===== src/rtl/alu_operand_stage_pkg.sv =====
// ============================================================================
// Module : alu_operand_stage_pkg
// Brief  : Shared ALU select encodings and widths for the operand stage.
// Rev    : 1.0  initial release
// ============================================================================
`default_nettype none

package alu_operand_stage_pkg;

    localparam int ALU_SEL_W = 4;

    localparam logic [ALU_SEL_W-1:0] OP_ADD  = 4'h0;
    localparam logic [ALU_SEL_W-1:0] OP_SUB  = 4'h1;
    localparam logic [ALU_SEL_W-1:0] OP_AND  = 4'h2;
    localparam logic [ALU_SEL_W-1:0] OP_OR   = 4'h3;
    localparam logic [ALU_SEL_W-1:0] OP_XOR  = 4'h4;
    localparam logic [ALU_SEL_W-1:0] OP_SLL  = 4'h5;
    localparam logic [ALU_SEL_W-1:0] OP_SRL  = 4'h6;
    localparam logic [ALU_SEL_W-1:0] OP_SRA  = 4'h7;
    localparam logic [ALU_SEL_W-1:0] OP_SLT  = 4'h8;
    localparam logic [ALU_SEL_W-1:0] OP_SLTU = 4'h9;

endpackage

`default_nettype wire


===== src/rtl/alu_opstage_entry.sv =====
// ============================================================================
// Module : alu_opstage_entry
// Brief  : One storage slot (valid, operands, tags) with optional writeback
//          snoop when ALU_OPSTAGE_FWD_EN is defined.
// Rev    : 1.0  initial release
// ============================================================================
`default_nettype none

module alu_opstage_entry
    import alu_operand_stage_pkg::*;
#(
    parameter int XLEN   = 32,
    parameter int REG_AW = 5
) (
    input  logic                 clk,
    input  logic                 rst_n,
    input  logic                 i_valid_d,
    input  logic                 i_load,
    input  logic [XLEN-1:0]      i_a,
    input  logic [XLEN-1:0]      i_b,
    input  logic [ALU_SEL_W-1:0] i_sel,
    input  logic [REG_AW-1:0]    i_rd,
    input  logic                 i_wen,
    input  logic [REG_AW-1:0]    i_rs1_addr,
    input  logic [REG_AW-1:0]    i_rs2_addr,
    input  logic                 i_a_sel,
    input  logic                 i_b_sel,
    input  logic                 i_wb_en,
    input  logic [REG_AW-1:0]    i_wb_rd,
    input  logic [XLEN-1:0]      i_wb_data,
    output logic                 o_valid,
    output logic [XLEN-1:0]      o_a,
    output logic [XLEN-1:0]      o_b,
    output logic [XLEN-1:0]      o_fa,
    output logic [XLEN-1:0]      o_fb,
    output logic [ALU_SEL_W-1:0] o_sel,
    output logic [REG_AW-1:0]    o_rd,
    output logic                 o_wen,
    output logic [REG_AW-1:0]    o_rs1_addr,
    output logic [REG_AW-1:0]    o_rs2_addr,
    output logic                 o_a_sel,
    output logic                 o_b_sel
);

    logic                 r_valid;
    logic [XLEN-1:0]      r_a;
    logic [XLEN-1:0]      r_b;
    logic [ALU_SEL_W-1:0] r_sel;
    logic [REG_AW-1:0]    r_rd;
    logic                 r_wen;
    logic [XLEN-1:0]      w_fa;
    logic [XLEN-1:0]      w_fb;

`ifdef ALU_OPSTAGE_FWD_EN
    logic [REG_AW-1:0] r_rs1_addr;
    logic [REG_AW-1:0] r_rs2_addr;
    logic              r_a_sel;
    logic              r_b_sel;

    // Only register-sourced operands snoop; x0 never forwards.
    assign w_fa = (r_valid && !r_a_sel && i_wb_en && (i_wb_rd == r_rs1_addr) &&
                   (r_rs1_addr != '0)) ? i_wb_data : r_a;
    assign w_fb = (r_valid && !r_b_sel && i_wb_en && (i_wb_rd == r_rs2_addr) &&
                   (r_rs2_addr != '0)) ? i_wb_data : r_b;

    always_ff @(posedge clk or negedge rst_n) begin
        if (!rst_n) begin
            r_rs1_addr <= '0;
            r_rs2_addr <= '0;
            r_a_sel    <= 1'b0;
            r_b_sel    <= 1'b0;
        end else if (i_load) begin
            r_rs1_addr <= i_rs1_addr;
            r_rs2_addr <= i_rs2_addr;
            r_a_sel    <= i_a_sel;
            r_b_sel    <= i_b_sel;
        end
    end

    assign o_rs1_addr = r_rs1_addr;
    assign o_rs2_addr = r_rs2_addr;
    assign o_a_sel    = r_a_sel;
    assign o_b_sel    = r_b_sel;
`else
    logic w_unused_snoop;

    assign w_fa           = r_a;
    assign w_fb           = r_b;
    assign o_rs1_addr     = '0;
    assign o_rs2_addr     = '0;
    assign o_a_sel        = 1'b0;
    assign o_b_sel        = 1'b0;
    assign w_unused_snoop = ^{i_rs1_addr, i_rs2_addr, i_a_sel, i_b_sel,
                              i_wb_en, i_wb_rd, i_wb_data};
`endif

    always_ff @(posedge clk or negedge rst_n) begin
        if (!rst_n) begin
            r_valid <= 1'b0;
            r_a     <= '0;
            r_b     <= '0;
            r_sel   <= '0;
            r_rd    <= '0;
            r_wen   <= 1'b0;
        end else begin
            r_valid <= i_valid_d;
            r_a     <= i_load ? i_a : w_fa;
            r_b     <= i_load ? i_b : w_fb;
            if (i_load) begin
                r_sel <= i_sel;
                r_rd  <= i_rd;
                r_wen <= i_wen;
            end
        end
    end

    assign o_valid = r_valid;
    assign o_a     = r_a;
    assign o_b     = r_b;
    assign o_fa    = w_fa;
    assign o_fb    = w_fb;
    assign o_sel   = r_sel;
    assign o_rd    = r_rd;
    assign o_wen   = r_wen;

endmodule

`default_nettype wire


===== src/rtl/alu_operand_stage.sv =====
// ============================================================================
// Module : alu_operand_stage
// Brief  : Operand select + 2-entry skid buffer feeding the ALU.
//          Optional writeback forwarding: define ALU_OPSTAGE_FWD_EN.
// Rev    : 1.0  initial release
// ============================================================================
`default_nettype none

module alu_operand_stage
    import alu_operand_stage_pkg::*;
#(
    parameter int XLEN   = 32,
    parameter int REG_AW = 5
) (
    input  logic                 clk,
    input  logic                 rst_n,
    input  logic                 flush,
    input  logic                 in_valid,
    output logic                 in_ready,
    input  logic [REG_AW-1:0]    rs1_addr,
    input  logic [REG_AW-1:0]    rs2_addr,
    input  logic [XLEN-1:0]      rs1_data,
    input  logic [XLEN-1:0]      rs2_data,
    input  logic [XLEN-1:0]      pc,
    input  logic [XLEN-1:0]      imm,
    input  logic                 a_sel,
    input  logic                 b_sel,
    input  logic [ALU_SEL_W-1:0] alu_sel_in,
    input  logic [REG_AW-1:0]    rd_in,
    input  logic                 wen_in,
    input  logic                 wb_en,
    input  logic [REG_AW-1:0]    wb_rd,
    input  logic [XLEN-1:0]      wb_data,
    output logic                 out_valid,
    input  logic                 out_ready,
    output logic [XLEN-1:0]      alu_a,
    output logic [XLEN-1:0]      alu_b,
    output logic [ALU_SEL_W-1:0] alu_sel,
    output logic [REG_AW-1:0]    rd_out,
    output logic                 wen_out
);

    logic                 w_main_v, w_skid_v;
    logic                 w_accept, w_consume;
    logic                 w_main_vd, w_skid_vd;
    logic                 w_main_ld, w_skid_ld, w_main_from_skid;
    logic [XLEN-1:0]      w_rs1_val, w_rs2_val, w_cap_a, w_cap_b;

    logic [XLEN-1:0]      w_skid_fa, w_skid_fb;
    logic [ALU_SEL_W-1:0] w_skid_sel;
    logic [REG_AW-1:0]    w_skid_rd, w_skid_rs1, w_skid_rs2;
    logic                 w_skid_wen, w_skid_asel, w_skid_bsel;
    logic [XLEN-1:0]      w_skid_unused_a, w_skid_unused_b;

    logic [XLEN-1:0]      w_main_unused_fa, w_main_unused_fb;
    logic [REG_AW-1:0]    w_main_unused_rs1, w_main_unused_rs2;
    logic                 w_main_unused_asel, w_main_unused_bsel;

`ifdef ALU_OPSTAGE_FWD_EN
    assign w_rs1_val = (wb_en && (wb_rd == rs1_addr) && (rs1_addr != '0)) ? wb_data : rs1_data;
    assign w_rs2_val = (wb_en && (wb_rd == rs2_addr) && (rs2_addr != '0)) ? wb_data : rs2_data;
`else
    assign w_rs1_val = rs1_data;
    assign w_rs2_val = rs2_data;
`endif

    assign w_cap_a   = a_sel ? pc  : w_rs1_val;
    assign w_cap_b   = b_sel ? imm : w_rs2_val;

    assign in_ready  = !w_skid_v;
    assign out_valid = w_main_v;
    assign w_accept  = in_valid && in_ready;
    assign w_consume = w_main_v && out_ready;

    // Main refills from skid only when FULL drains; otherwise new ops go to main
    // unless main is held by a stalled op, in which case they park in skid.
    always_comb begin
        w_main_vd        = w_main_v;
        w_skid_vd        = w_skid_v;
        w_main_ld        = 1'b0;
        w_skid_ld        = 1'b0;
        w_main_from_skid = 1'b0;
        if (flush) begin
            w_main_vd = 1'b0;
            w_skid_vd = 1'b0;
        end else if (!w_main_v) begin
            if (w_accept) begin
                w_main_vd = 1'b1;
                w_main_ld = 1'b1;
            end
        end else if (!w_skid_v) begin
            if (w_accept && w_consume) begin
                w_main_ld = 1'b1;
            end else if (w_accept) begin
                w_skid_vd = 1'b1;
                w_skid_ld = 1'b1;
            end else if (w_consume) begin
                w_main_vd = 1'b0;
            end
        end else if (w_consume) begin
            w_skid_vd        = 1'b0;
            w_main_ld        = 1'b1;
            w_main_from_skid = 1'b1;
        end
    end

    alu_opstage_entry #(.XLEN(XLEN), .REG_AW(REG_AW)) u_main (
        .clk        (clk),
        .rst_n      (rst_n),
        .i_valid_d  (w_main_vd),
        .i_load     (w_main_ld),
        .i_a        (w_main_from_skid ? w_skid_fa   : w_cap_a),
        .i_b        (w_main_from_skid ? w_skid_fb   : w_cap_b),
        .i_sel      (w_main_from_skid ? w_skid_sel  : alu_sel_in),
        .i_rd       (w_main_from_skid ? w_skid_rd   : rd_in),
        .i_wen      (w_main_from_skid ? w_skid_wen  : wen_in),
        .i_rs1_addr (w_main_from_skid ? w_skid_rs1  : rs1_addr),
        .i_rs2_addr (w_main_from_skid ? w_skid_rs2  : rs2_addr),
        .i_a_sel    (w_main_from_skid ? w_skid_asel : a_sel),
        .i_b_sel    (w_main_from_skid ? w_skid_bsel : b_sel),
        .i_wb_en    (wb_en),
        .i_wb_rd    (wb_rd),
        .i_wb_data  (wb_data),
        .o_valid    (w_main_v),
        .o_a        (alu_a),
        .o_b        (alu_b),
        .o_fa       (w_main_unused_fa),
        .o_fb       (w_main_unused_fb),
        .o_sel      (alu_sel),
        .o_rd       (rd_out),
        .o_wen      (wen_out),
        .o_rs1_addr (w_main_unused_rs1),
        .o_rs2_addr (w_main_unused_rs2),
        .o_a_sel    (w_main_unused_asel),
        .o_b_sel    (w_main_unused_bsel)
    );

    alu_opstage_entry #(.XLEN(XLEN), .REG_AW(REG_AW)) u_skid (
        .clk        (clk),
        .rst_n      (rst_n),
        .i_valid_d  (w_skid_vd),
        .i_load     (w_skid_ld),
        .i_a        (w_cap_a),
        .i_b        (w_cap_b),
        .i_sel      (alu_sel_in),
        .i_rd       (rd_in),
        .i_wen      (wen_in),
        .i_rs1_addr (rs1_addr),
        .i_rs2_addr (rs2_addr),
        .i_a_sel    (a_sel),
        .i_b_sel    (b_sel),
        .i_wb_en    (wb_en),
        .i_wb_rd    (wb_rd),
        .i_wb_data  (wb_data),
        .o_valid    (w_skid_v),
        .o_a        (w_skid_unused_a),
        .o_b        (w_skid_unused_b),
        .o_fa       (w_skid_fa),
        .o_fb       (w_skid_fb),
        .o_sel      (w_skid_sel),
        .o_rd       (w_skid_rd),
        .o_wen      (w_skid_wen),
        .o_rs1_addr (w_skid_rs1),
        .o_rs2_addr (w_skid_rs2),
        .o_a_sel    (w_skid_asel),
        .o_b_sel    (w_skid_bsel)
    );

endmodule

`default_nettype wire

===== config.mk =====
export PLATFORM = sky130hd
export DESIGN_NAME = alu_operand_stage
export DESIGN_NICKNAME = d
export VERILOG_FILES = /design/src/rtl/alu_operand_stage_pkg.sv /design/src/rtl/alu_opstage_entry.sv /design/src/rtl/alu_operand_stage.sv
export SDC_FILE = /design/constraint.sdc
export NUM_CORES = 1
export LEC_CHECK = 0
export CAP_MARGIN = 20
export CORE_ASPECT_RATIO = 0.75
export CORE_MARGIN = 1.5
export CORE_UTILIZATION = 49
export DETAILED_ROUTE_END_ITERATION = 12
export HOLD_SLACK_MARGIN = 0.1
export PLACE_DENSITY = 0.95
export SYNTH_ARGS = -nofsm -noshare
export SYNTH_HDL_FRONTEND = slang
export SYNTH_SLANG_ARGS = --single-unit

===== constraint.sdc =====
create_clock -name clk -period 4.8 [get_ports clk]
set_clock_uncertainty 0.05 [all_clocks]
set_input_delay 0.96 -clock clk [delete_from_list [all_inputs] [get_ports clk]]
set_output_delay 0.96 -clock clk [all_outputs]
set_load 0.01 [all_outputs]

==> results.txt, run 1 <==
status: completed
TritonCTS Buffers: 17
post-CTS setup buffers: 0
R2R depth: 4
ys flop type: dfrtp_1
antenna violations before repair: 0
first-pass GRT wire length: 27110 um
largest family of logic cells by synthesized area: multiplexers
RSZ-0062 raised after global routing: no
P per Cell Area: 408.0 nW/um^2
Final Wtd Congestion: 0.7500
Int Pwr: 3190 uW
fin area: 10420 um^2
DRT iter0 DRCs: 176
worst hold path type: primary input to async pin
Cells after Synth: 480
Logic pwr share: 25.9%
cts repair resizes: 0
Reg2Reg Setup Slack: 2520 ps
core area: 14640 um^2
largest net degree at the start of global routing: 112
peak supply drop: 0.0002722 V
Syn Std Cell Area: 7448 um^2
Distinct cells, synth: 19
Sw Pwr: 1061 uW
Sink Count: 150
P&R area growth vs syn: 39.90%
Worst Setup Path Type: primary input to flip-flop
DRT antenna net count: 0
GRT Total Usage: 21.58%
simple-gate area share of the yosys netlist: 0.4536%
most frequent cell after synthesis: mux2_2
IO buf count: 220
Die Y: 109.8 um
RR Endpoint: u_main.o_sel[3]
Post-synth ARST share: 100.0%
clk_lat worst skew: 410 ps
fmax: 349.5 MHz
sw frac: 24.97%
Synth area leaders: dfrtp_1, mux2_2, mux2_4
worst r2r src: u_skid.o_valid
number of synthesized flops with an enable pin: 0
synthesized-area fraction occupied by adder cells: 0%
gr ovfl total: 0
required time worst endpoint: 5050 ps
Max-Cap Viols: 0
register area share after synthesis: 50.39%
Synth Area in Compound Gates: 0.5039%
Overall Power: 4251 uW
Final Critical Period: 2862 ps
Final TNS setup: 0 ps
CP arrival: 3110 ps
Max Transition Viols Final: 0
initial cell density of the core: 50.86%
n_diodes: 0
TritonCTS clock tree: yes
H-tree Lvls: 4
Clock Power Share: 32.0%
final setup violation count: 0
root buffer cell: clkbuf_16
DRC errors left: 0
share of the cycle needed by the critical path after routing: 59.62%
worst-margin pin slew: 765.2 ps
Setup crit start kind: primary input
Nets: 889
Post-Syn Area per Cell: 15.52 um^2
row count: 38
fin util: 71.16%
placed inst area: 9786 um^2
Vias: 4738
DIE WIDTH: 145.4 um
area of the die: 15960 um^2
Worst Setup Slack, final: 1938 ps
per-cell routed wire length: 18.42 um
top cell type by total area after synthesis: dfrtp_1
Detailed Place HPWL: 11510 um
mux contribution to synthesized area: 45.76%
vias in the first global route: 5230
drt via density: 5.218
Worst slew margin: 48.99%
Post-Place Setup Slack: 1515 ps
Fin. Hold Viols: 0
syn nets: 673
clock-pin slew on the worst setup and hold paths: 60 ps
Pleak: 0.004365 uW
Pre-Repair DR Iteration Count: 4
final wirelength: 16730 um
# hold bufs at CTS: 0
boundary pin count: 269
area share of the largest cell type after synthesis: 50.39%
Setup crit end kind: flip-flop
Post-synth top cells: mux2_2, dfrtp_1, mux2_4
Worst Path Max Fanout: 42
layout cells sized above 1: 45.90%
Ys Warns: 0
Yosys reg bits: 150
post-synthesis xor/xnor area fraction: 0%
Seq pwr share: 42.0%
CTS Buffer Depth: 2
power by group through the flow:
stage	logic [uW]	clock network, uW	registers [uW]
after floorplan	505	0	1830
after global placement	1070	0	1770
after detailed placement	1110	0	1800
after CTS	1120	1380	1790
after global routing	1170	1450	1830
final	1100	1360	1790
stage by stage:
stage,std cells,hold WS (ps)
floorplan,480,426.6
finish,908,312.7
CTS,907,452.6
global route,908,303.4
global placement,876,421.6
detailed placement,876,441.5
sequential cells by signal, summed over array words and instances (netlist names):
register,cells
u_skid.o_valid,1
u_skid.o_wen,1
u_main.o_valid,1
u_skid.o_b,32
u_main.o_sel,4
u_main.o_a,32
u_main.o_wen,1
u_skid.o_sel,4
u_main.o_b,32
u_skid.o_a,32
u_skid.o_rd,5
u_main.o_rd,5
worst max path at each step:
stage,depth (start not counted),endpoint,from,slack [ps]
after floorplan,5,u_main.o_b[29],b_sel,2250
after global placement,5,u_main.o_sel[3],out_ready,1590
after detailed placement,5,u_main.o_sel[3],out_ready,1510
after CTS,5,u_main.o_sel[3],out_ready,1960
after global routing,5,u_main.o_sel[3],out_ready,1880
final,5,u_main.o_sel[3],out_ready,1940
layout by cell type, fill, tap and decap left out:
master | Yosys | routed
mux2_2 | 233 | 233
clkdlybuf4s50_1 | 0 | 219
dfrtp_1 | 150 | 150
mux2_4 | 50 | 50
clkbuf_16 | 0 | 17
buf_4 | 8 | 7
mux2_1 | 3 | 3
clkinv_4 | 0 | 3
bufinv_16 | 0 | 3
inv_1 | 2 | 2
a21oi_1 | 2 | 2
clkinv_2 | 0 | 2
clkbuf_8 | 0 | 2
clkinvlp_4 | 0 | 2
nand2b_1 | 1 | 1
o21ai_0 | 1 | 1
nor4b_2 | 0 | 1
nand4b_1 | 1 | 1
nor2b_1 | 1 | 1
nor2_1 | 1 | 1
a2111oi_4 | 0 | 1
a211oi_1 | 1 | 1
clkbuf_1 | 3 | 1
inv_6 | 0 | 1
buf_6 | 6 | 1
buf_16 | 0 | 1
buf_12 | 0 | 1
critical path, cell delays in order:
cell and delay (ps):
clkdlybuf4s50_1 540, inv_1 110, a2111oi_4 380, buf_4 660
mux2_2 410
routing by layer:
layer	GRT usage [%]	part of all wire, %	up-vias
met1	25.42	41	2405
met2	37.79	51	136
met4	6.560	1.1	0
li1	-	-	2178
met3	7.261	6.4	19
met5	0	0	-
final cells by class:
type	count	area, um^2
Fill cell	965	4224
Timing Repair Buffer	229	2303
Multi-Input combinational cell	296	3498
Inverter	2	7.507
Clock inverter	11	150.1
Sequential cell	150	3754
Tap cell	200	250.2
Clock buffer	20	456.7
cells by family (layout without fill, tap and decap cells):
logic type / count (synthesis) / in the layout
muxes: 286 / 286
DFF: 150 / 150
buffers and inverters: 34 / 262
AOI/OAI and AO/OA: 5 / 5
and+or+nand+nor: 5 / 5
(Power assumes the default switching activity.)
==> inputs of run 2 (changes only) <==
--- a/config.mk
+++ b/config.mk
@@ -8,10 +8,10 @@
 export CAP_MARGIN = 20
 export CORE_ASPECT_RATIO = 0.75
 export CORE_MARGIN = 1.5
-export CORE_UTILIZATION = 49
+export CORE_UTILIZATION = 45
 export DETAILED_ROUTE_END_ITERATION = 12
 export HOLD_SLACK_MARGIN = 0.1
-export PLACE_DENSITY = 0.95
+export PLACE_DENSITY = 0.9
 export SYNTH_ARGS = -nofsm -noshare
 export SYNTH_HDL_FRONTEND = slang
 export SYNTH_SLANG_ARGS = --single-unit
==> constraint.sdc (replaced) <==
create_clock -name clk -period 2.9 [get_ports clk]
set_clock_uncertainty 0.05 [all_clocks]
set_input_delay 0.58 -clock clk [delete_from_list [all_inputs] [get_ports clk]]
set_output_delay 0.58 -clock clk [all_outputs]
set_load 0.01 [all_outputs]
==> results.txt, run 2 (synthesis gave the netlist of run 1 again) <==
status: completed (unchanged)
share of the cycle needed by the critical path after routing: 79.23%
Worst Path Max Fanout: 26 (was 42)
Final Wtd Congestion: 0.7259 (was 0.7500)
DRC errors left: 0 (unchanged)
Die Y: 114.4 um (was 109.8 um)
max incr delay on CP: 560 ps (was 660 ps)
Worst Setup Path Type: primary input to flip-flop (unchanged)
Worst slew margin: 57.87% (was 48.99%)
Clock Power Share: 31.6% (was 32.0%)
antenna violations before repair: 0 (unchanged)
final wirelength: 16510 um (was 16730 um)
RSZ-0062 raised after global routing: no (unchanged)
vias in the first global route: 5158 (was 5230)
DRT met1 WL: 6884 um (was 6908 um)
CP arrival: 2540 ps (was 3110 ps)
crit-path cells: clkdlybuf4s50_1, inv_1, a2111oi_4, buf_4, mux2_2 (unchanged)
boundary pin count: 269 (unchanged)
worst path bufs/invs: 3 (unchanged)
wire length on met3: 1031 um (was 1069 um)
Sw Pwr: 1753 uW (was 1061 uW)
fin area: 10500 um^2 (was 10420 um^2)
n_diodes: 0 (unchanged)
clk_lat worst skew: 410 ps (about the same)
DIE WIDTH: 151.6 um (was 145.4 um)
most frequent cells in the layout: mux2_2, clkdlybuf4s50_1, dfrtp_1 (unchanged)
post-CTS setup buffers: 0 (unchanged)
TritonCTS Buffers: 17 (unchanged)
area of the die: 17340 um^2 (was 15960 um^2)
worst hold path type: primary input to async pin (unchanged)
final setup violation count: 0 (unchanged)
sw frac: 25.02% (was 24.97%)
Logic pwr share: 26.1% (was 25.9%)
H-tree Lvls: 4 (unchanged)
P&R area growth vs syn: 40.95% (was 39.90%)
Max-Cap Viols: 0 (unchanged)
Final Critical Period: 2298 ps
required time worst endpoint: 3140 ps (was 5050 ps)
first-pass GRT wire length: 26100 um (was 27110 um)
Pre-Repair DR Iteration Count: 4 (unchanged)
CTS Buffer Depth: 2 (unchanged)
initial cell density of the core: 46.22% (was 50.86%)
worst-margin pin slew: 631.9 ps (was 765.2 ps)
Fin. Hold Viols: 0 (unchanged)
Filler cells: 1182 (was 965)
per-cell routed wire length: 17.92 um (was 18.42 um)
cts repair resizes: 0 (unchanged)
largest net degree at the start of global routing: 67 (was 112)
GRT Total Usage: 19.57% (was 21.58%)
row count: 40 (was 38)
Sink Count: 150 (unchanged)
Seq pwr share: 42.3% (was 42.0%)
Max Transition Viols Final: 0 (unchanged)
DRT antenna net count: 0 (unchanged)
# hold bufs at CTS: 0 (unchanged)
root buffer cell: clkbuf_16 (unchanged)
Overall Power: 7005 uW (was 4251 uW)
Setup crit start kind: primary input (unchanged)
Pleak: 0.004389 uW (was 0.004365 uW)
commonest non-fill, non-tap cell in the layout: mux2_2 (unchanged)
Int Pwr: 5252 uW (was 3190 uW)
Crit path max-delay family: buffers and inverters (unchanged)
TritonCTS clock tree: yes (unchanged)
WL met2: 8414 um (was 8560 um)
gr ovfl total: 0 (unchanged)
clock-pin slew on the worst setup and hold paths: 60 ps (about the same)
Detailed Place HPWL: 11320 um (was 11510 um)
drt via density: 5.166 (was 5.218)
layout cells sized above 1: 46.13% (was 45.90%)
Nets: 891 (was 889)
peak supply drop: 0.0003785 V (was 0.0002722 V)
Setup crit end kind: flip-flop (unchanged)
placed inst area: 9896 um^2 (was 9786 um^2)
Vias: 4758 (was 4738)
Fin Hold WS: 102.8 ps (was 312.7 ps)
Final TNS setup: 0 ps (unchanged)
slowest CP cell: clkdlybuf4s50_1 (was buf_4)
P per Cell Area: 667.2 nW/um^2 (was 408.0 nW/um^2)
fmax: 435.2 MHz
core area: 16120 um^2 (was 14640 um^2)
top layer in use: met4 (unchanged)
DRT iter0 DRCs: 130 (was 176)
IO buf count: 220 (unchanged)
[run 2: changes by cell type in the layout (fill, tap and decap cells not counted)]
| cell | delta |
|---|---|
| buf_4 | -3 |
| bufinv_16 | -1 |
| inv_6 | +1 |
| clkinvlp_4 | +1 |
| clkbuf_8 | +2 |
| clkinv_4 | -2 |
| buf_12 | +6 |
| buf_16 | -1 |
[run 2: final timing paths]
path	start	end	slack [ps]	depth (start not counted)
worst max-delay path	out_ready	u_main.o_b[28]	600	5
worst min-delay path	rst_n	u_skid.o_a[25]	100	1
worst max register to register	u_skid.o_valid	u_main.o_b[28]	830	4
worst min register to register	u_main.o_b[29]	u_main.o_b[29]	450	1
max in group asynchronous	rst_n	u_main.o_a[29]	1900	2
min in group clk	u_main.o_b[29]	u_main.o_b[29]	450	1
[run 2: layout make-up]
cell class | count | area, um^2 | share of cell area, %
Clock buffer | 22 | 484.2 | 4.612
Clock inverter | 10 | 118.9 | 1.132
Inverter | 2 | 7.507 | 0.07151
Multi-Input combinational cell | 296 | 3498 | 33.32
Sequential cell | 150 | 3754 | 35.75
Tap cell | 210 | 262.8 | 2.503
Timing Repair Buffer | 231 | 2374 | 22.61
[run 2: power groups by stage]
stage / combinational (uW) / sequential [uW] / clock (uW)
after floorplan: 835 / 3020 / 0
after global placement: 1780 / 2940 / 0
after detailed placement: 1840 / 2990 / 0
after CTS: 1860 / 2960 / 2260
after global routing: 1950 / 3030 / 2360
final: 1830 / 2960 / 2220
[run 2: per-stage QoR]
step           instances  setup slack [ps]  util (%)
2_1_floorplan        480             727.3         -
3_3_place_gp         889             243.2     61.41
3_5_place_dp         889             211.5     61.41
4_1_cts              921             630.1     65.15
5_1_grt              921             516.1     65.15
6_report             921             602.5     65.15
[run 2: layer usage]
layer,track usage [%],vias up
met1,23.32,2417
li1,-,2179
met4,5.256,0
met2,35.06,147
met3,4.980,15
met5,0,-
[run 2: worst reg2reg max path, stage by stage (launching register included)]
cell	delay [ps]
dfrtp_1	450
nor2b_1	200
a2111oi_4	420
buf_4	440
mux2_2	400
==> variant 1 (settings of run 2) <==
`REG_AW` is set to 5 in 2 places; all go to 6.
--- a/src/rtl/alu_opstage_entry.sv
+++ b/src/rtl/alu_opstage_entry.sv
@@ -12,3 +12,3 @@
     parameter int XLEN   = 32,
-    parameter int REG_AW = 5
+    parameter int REG_AW = 6
 ) (
--- a/src/rtl/alu_operand_stage.sv
+++ b/src/rtl/alu_operand_stage.sv
@@ -12,3 +12,3 @@
     parameter int XLEN   = 32,
-    parameter int REG_AW = 5
+    parameter int REG_AW = 6
 ) (
Interface: changed (5 resized); port bits go from 269 to 274. The function was not compared with the original's and may differ.
==> variant 1 against run 2 <==
Hold slack improved by 340 ps; first-iteration DRC count is 16% lower; sequential cell count is 2 higher; setup slack better by 26 ps; wire length fell by 2.7%; final area grew 0.21%; count of clock-buffer cells in the layout did not move; area after synthesis shrank 1.9%; total power is 0.50% higher; die area fell by 1.9%; register-to-register slack improved by 90 ps; cell count grew 0.87%; largest cell class unchanged.
==> variant 1: results <==
group,metric,value,unit
layout,drive_above_1_share,41.9,%
synthesis,ys_types,17,
power,leakagePower,4.29,nW
global_route,grtUsageTotal,19.7,%
detailed_routing,vias,4733,
placed_design,dp.cells,899,
setup_path,rr_worst_depth,5,
synthesis,synth_seq_area_share,52.1,%
detailed_routing,drtIter0Drc,109,
detailed_routing,route.met2.wl,8000,microns
worst_hold_path,min_path_type,"register to register",
setup_path,crit_arrival,2510,ps
synthesis,synth_top_area_share,52.1,%
synthesis,synth_compound_area_share,0.514,%
detailed_routing,viasPerCell,5.09,
synthesis,syn_inst,485,
global_route,grt_max_degree,81,
layout,nNetsFinal,906,
synthesis,synth_mux_area_share,44.5,%
clock_tree,clock-root-buffer,"clkbuf_16",
synthesis,synth_nets,682,
placed_design,place.detailed.hpwl,11300,microns
global_route,grt_pass1_vias,5256,
layout,nFillCells,1133,
placed_design,portBuffers,222,
setup_path,rrSetupSlack,920,ps
placed_design,dpl_worst_slack,216,ps
global_route,use_met2,33.9,%
run_status,status,"finished, final reports clean",
power,vdd_ir_drop_max,0.441,mV
setup_path,rr_endpoint,"u_main.o_b[0]$_DFFE_PN0P_",
detailed_routing,wl_met1,6890,microns
synthesis,synthTopCellsByCount,"mux2_2 (257), dfrtp_1 (152), mux2_1 (32)",
global_route,met3_usage,5.93,%
synthesis,synthTopCellsByArea,"dfrtp_1 (52%), mux2_2 (40%), mux2_1 (4.9%)",
sta,slew_headroom,70.5,%
sta,fin_crit,2270,ps
detailed_routing,wl_per_cell,17.3,microns
-- variant 1: report_power, final --
part,total [W],switching [W],internal [W]
clock network,0.00232,0.000820,0.00150
registers,0.00298,0.000292,0.00268
logic,0.00175,0.000586,0.00116
total,0.00704,0.00170,0.00534
-- variant 1: cells by family after synthesis --
logic type             count (synthesis)
buffers and inverters                 34
flip-flops                           152
multiplexers                         289
AO/OA/AOI/OAI                          5
AND/OR/NAND/NOR                        5
-- variant 1: how the worst min path moves through the flow --
| stage | slack, ps | endpoint | start | cells past startpoint |
|---|---|---|---|---|
| after floorplan | 230 | u_main.o_a[0]$_DFFE_PN0P_ | rst_n | 0 |
| after global placement | 320 | u_main.o_a[21]$_DFFE_PN0P_ | rst_n | 1 |
| after detailed placement | 320 | u_main.o_a[21]$_DFFE_PN0P_ | rst_n | 1 |
| after CTS | 450 | u_skid.o_a[21]$_DFFE_PN0P_ | rst_n | 2 |
| after global routing | 440 | u_skid.o_a[21]$_DFFE_PN0P_ | rst_n | 2 |
| final | 450 | u_skid.o_a[28]$_DFFE_PN0P_ | u_skid.o_a[28]$_DFFE_PN0P_ | 1 |
-- variant 1: final cells by class --
class	instances	area share, %
clock buffer	22	4.51
clock inverter	7	1.37
timing repair buffer	237	23.5
multi-input combinational	299	31.9
sequential	152	36.2
inverter	2	0.0714
tap	210	2.50
-- variant 1: metrics by stage --
stage	utilization, %	hold WS, ps	instance area (sq um)
2_1_floorplan	-	234	7310
3_3_place_gp	62.0	319	9890
3_5_place_dp	62.0	321	9890
4_1_cts	65.9	453	10500
5_1_grt	65.9	443	10500
6_report	65.9	446	10500
-- variant 1: worst max-delay path, cell delays in order --
cell	delay [ps]
clkdlybuf4s50_1	590
inv_1	120
a2111oi_4	420
buf_12	210
buf_12	210
mux2_2	360
==> variant 2 (config.mk and constraints of run 2) <==
Without the edit above. Take the reset off `r_a` and `r_b` and load them in a clocked block of their own.
--- a/src/rtl/alu_opstage_entry.sv
+++ b/src/rtl/alu_opstage_entry.sv
@@ -99,4 +99,2 @@
             r_valid <= 1'b0;
-            r_a     <= '0;
-            r_b     <= '0;
             r_sel   <= '0;
@@ -106,4 +104,2 @@
             r_valid <= i_valid_d;
-            r_a     <= i_load ? i_a : w_fa;
-            r_b     <= i_load ? i_b : w_fb;
             if (i_load) begin
@@ -114,2 +110,7 @@
         end
+    end
+
+    always_ff @(posedge clk) begin
+        r_a <= i_load ? i_a : w_fa;
+        r_b <= i_load ? i_b : w_fb;
     end
Formal check against the unedited RTL: not equivalent (a bounded check fails within 4 cycles, from zero or initial values and one cycle with rst_n low).
==> variant 2 against run 2 <==
Die area shrank 14%; setup slack gained 110 ps; final area shrank 9.6%; area after synthesis shrank 15%; utilization grew 3.8 points; sequential cell count is the same; wire length shrank 15%; critical endpoint is now u_main.o_rd[0]$_DFFE_PN0P_.
Power is not compared: it rests on default switching activity, and its combinational part moved more than twofold at a synthesized area within 25%.
==> variant 2: results <==
group,metric,value,unit
layout,nNetsFinal,763,
global_route,grt_pass1_vias,4067,
sta,fin_crit,2190,ps
synthesis,async_flop_share,14.7,%
placed_design,dpl_worst_slack,273,ps
global_route,grtUsageTotal,19.2,%
synthesis,synthTopCellsByCount,"edfxtp_1 (128), mux2_2 (112), mux2_1 (46)",
worst_hold_path,min_path_type,"register to register",
detailed_routing,drtIter0Drc,171,
global_route,grt_max_degree,39,
synthesis,ys_types,18,
setup_path,crit_arrival,2430,ps
placed_design,gp_routability_congestion,0.752,
layout,drive_above_1_share,27.1,%
setup_path,max_stage_delay,650,ps
setup_path,rrSetupSlack,940,ps
clock_tree,cts_resized,0,
sta,slew_headroom,66.2,%
layout,nFillCells,911,
setup_path,r2r_start,"u_main.o_valid$_DFF_PN0_",
synthesis,synthTopCellsByArea,"edfxtp_1 (61%), mux2_2 (20%), dfrtp_1 (8.7%)",
run_status,status,"finished, final reports clean",
detailed_routing,vias,3887,
setup_path,cp_max_fo,37,
synthesis,synth_nets,531,
synthesis,ys_warn_count,0,
synthesis,synth-edff-count,128,
synthesis,synth_seq_area_share,69.2,%
detailed_routing,totalWireLength,14000,microns
placed_design,place.detailed.hpwl,9800,microns
## variant 2: report_power, final
part           switching [W]  internal [W]  leakage (nW)
clock               0.000836       0.00140         0.296
sequential         0.0000581       0.00251          1.44
combinational       0.000270      0.000487          1.62
total                0.00116       0.00440          3.36
## variant 2: logic make-up (layout without fill, tap and decap cells)
group / after synthesis / in the layout / share of synthesized area, %
multiplexers: 158 / 158 / 28.0
AO/OA/AOI/OAI: 5 / 5 / 0.591
flip-flops: 150 / 150 / 69.2
AND/OR/NAND/NOR: 5 / 5 / 0.631
buffers and inverters: 20 / 265 / 1.54
## variant 2: routing by layer
metal / wire length, microns / vias to the layer above / GRT usage [%]
li1: - / 1785 / -
met1: 5530 / 1914 / 21.4
met2: 7010 / 175 / 33.2
met3: 1290 / 13 / 7.81
met4: 143 / 0 / 6.77
met5: 0 / - / 0
## variant 2: worst register-to-register path: cells and delay by family, from the launching register on
family	cells	cell delay [ps]
simple gates	1	130
buf+inv	1	260
flops	1	510
compound gates	1	540
mux	1	360
## variant 2: worst max-delay path by stage
stage	startpoint	to	cells past startpoint
floorplan	in_valid	u_skid.o_rd[2]$_DFFE_PN0P_	4
global placement	flush	u_main.o_wen$_DFFE_PN0P_	5
detailed placement	flush	u_main.o_rd[0]$_DFFE_PN0P_	5
CTS	flush	u_main.o_rd[0]$_DFFE_PN0P_	5
global route	out_ready	u_main.o_rd[4]$_DFFE_PN0P_	5
finish	flush	u_main.o_rd[0]$_DFFE_PN0P_	5
## variant 2: layout make-up
class | instances | area, sq um | share of cell area [%]
Clock buffer | 20 | 457 | 4.81
Clock inverter | 12 | 151 | 1.60
Inverter | 2 | 7.51 | 0.0791
Multi-Input combinational cell | 168 | 1880 | 19.8
Sequential cell | 150 | 4390 | 46.3
Tap cell | 175 | 219 | 2.31
Timing Repair Buffer | 231 | 2380 | 25.1
## variant 2: stage by stage
step | power [W] | util, % | std cells | cell area (sq um)
after floorplan | 0.00290 | - | 338 | 6350
after global placement | 0.00333 | 64.6 | 726 | 8880
after detailed placement | 0.00337 | 64.6 | 726 | 8880
after CTS | 0.00562 | 69.0 | 758 | 9490
after global routing | 0.00577 | 69.0 | 758 | 9490
final | 0.00556 | 69.0 | 758 | 9490
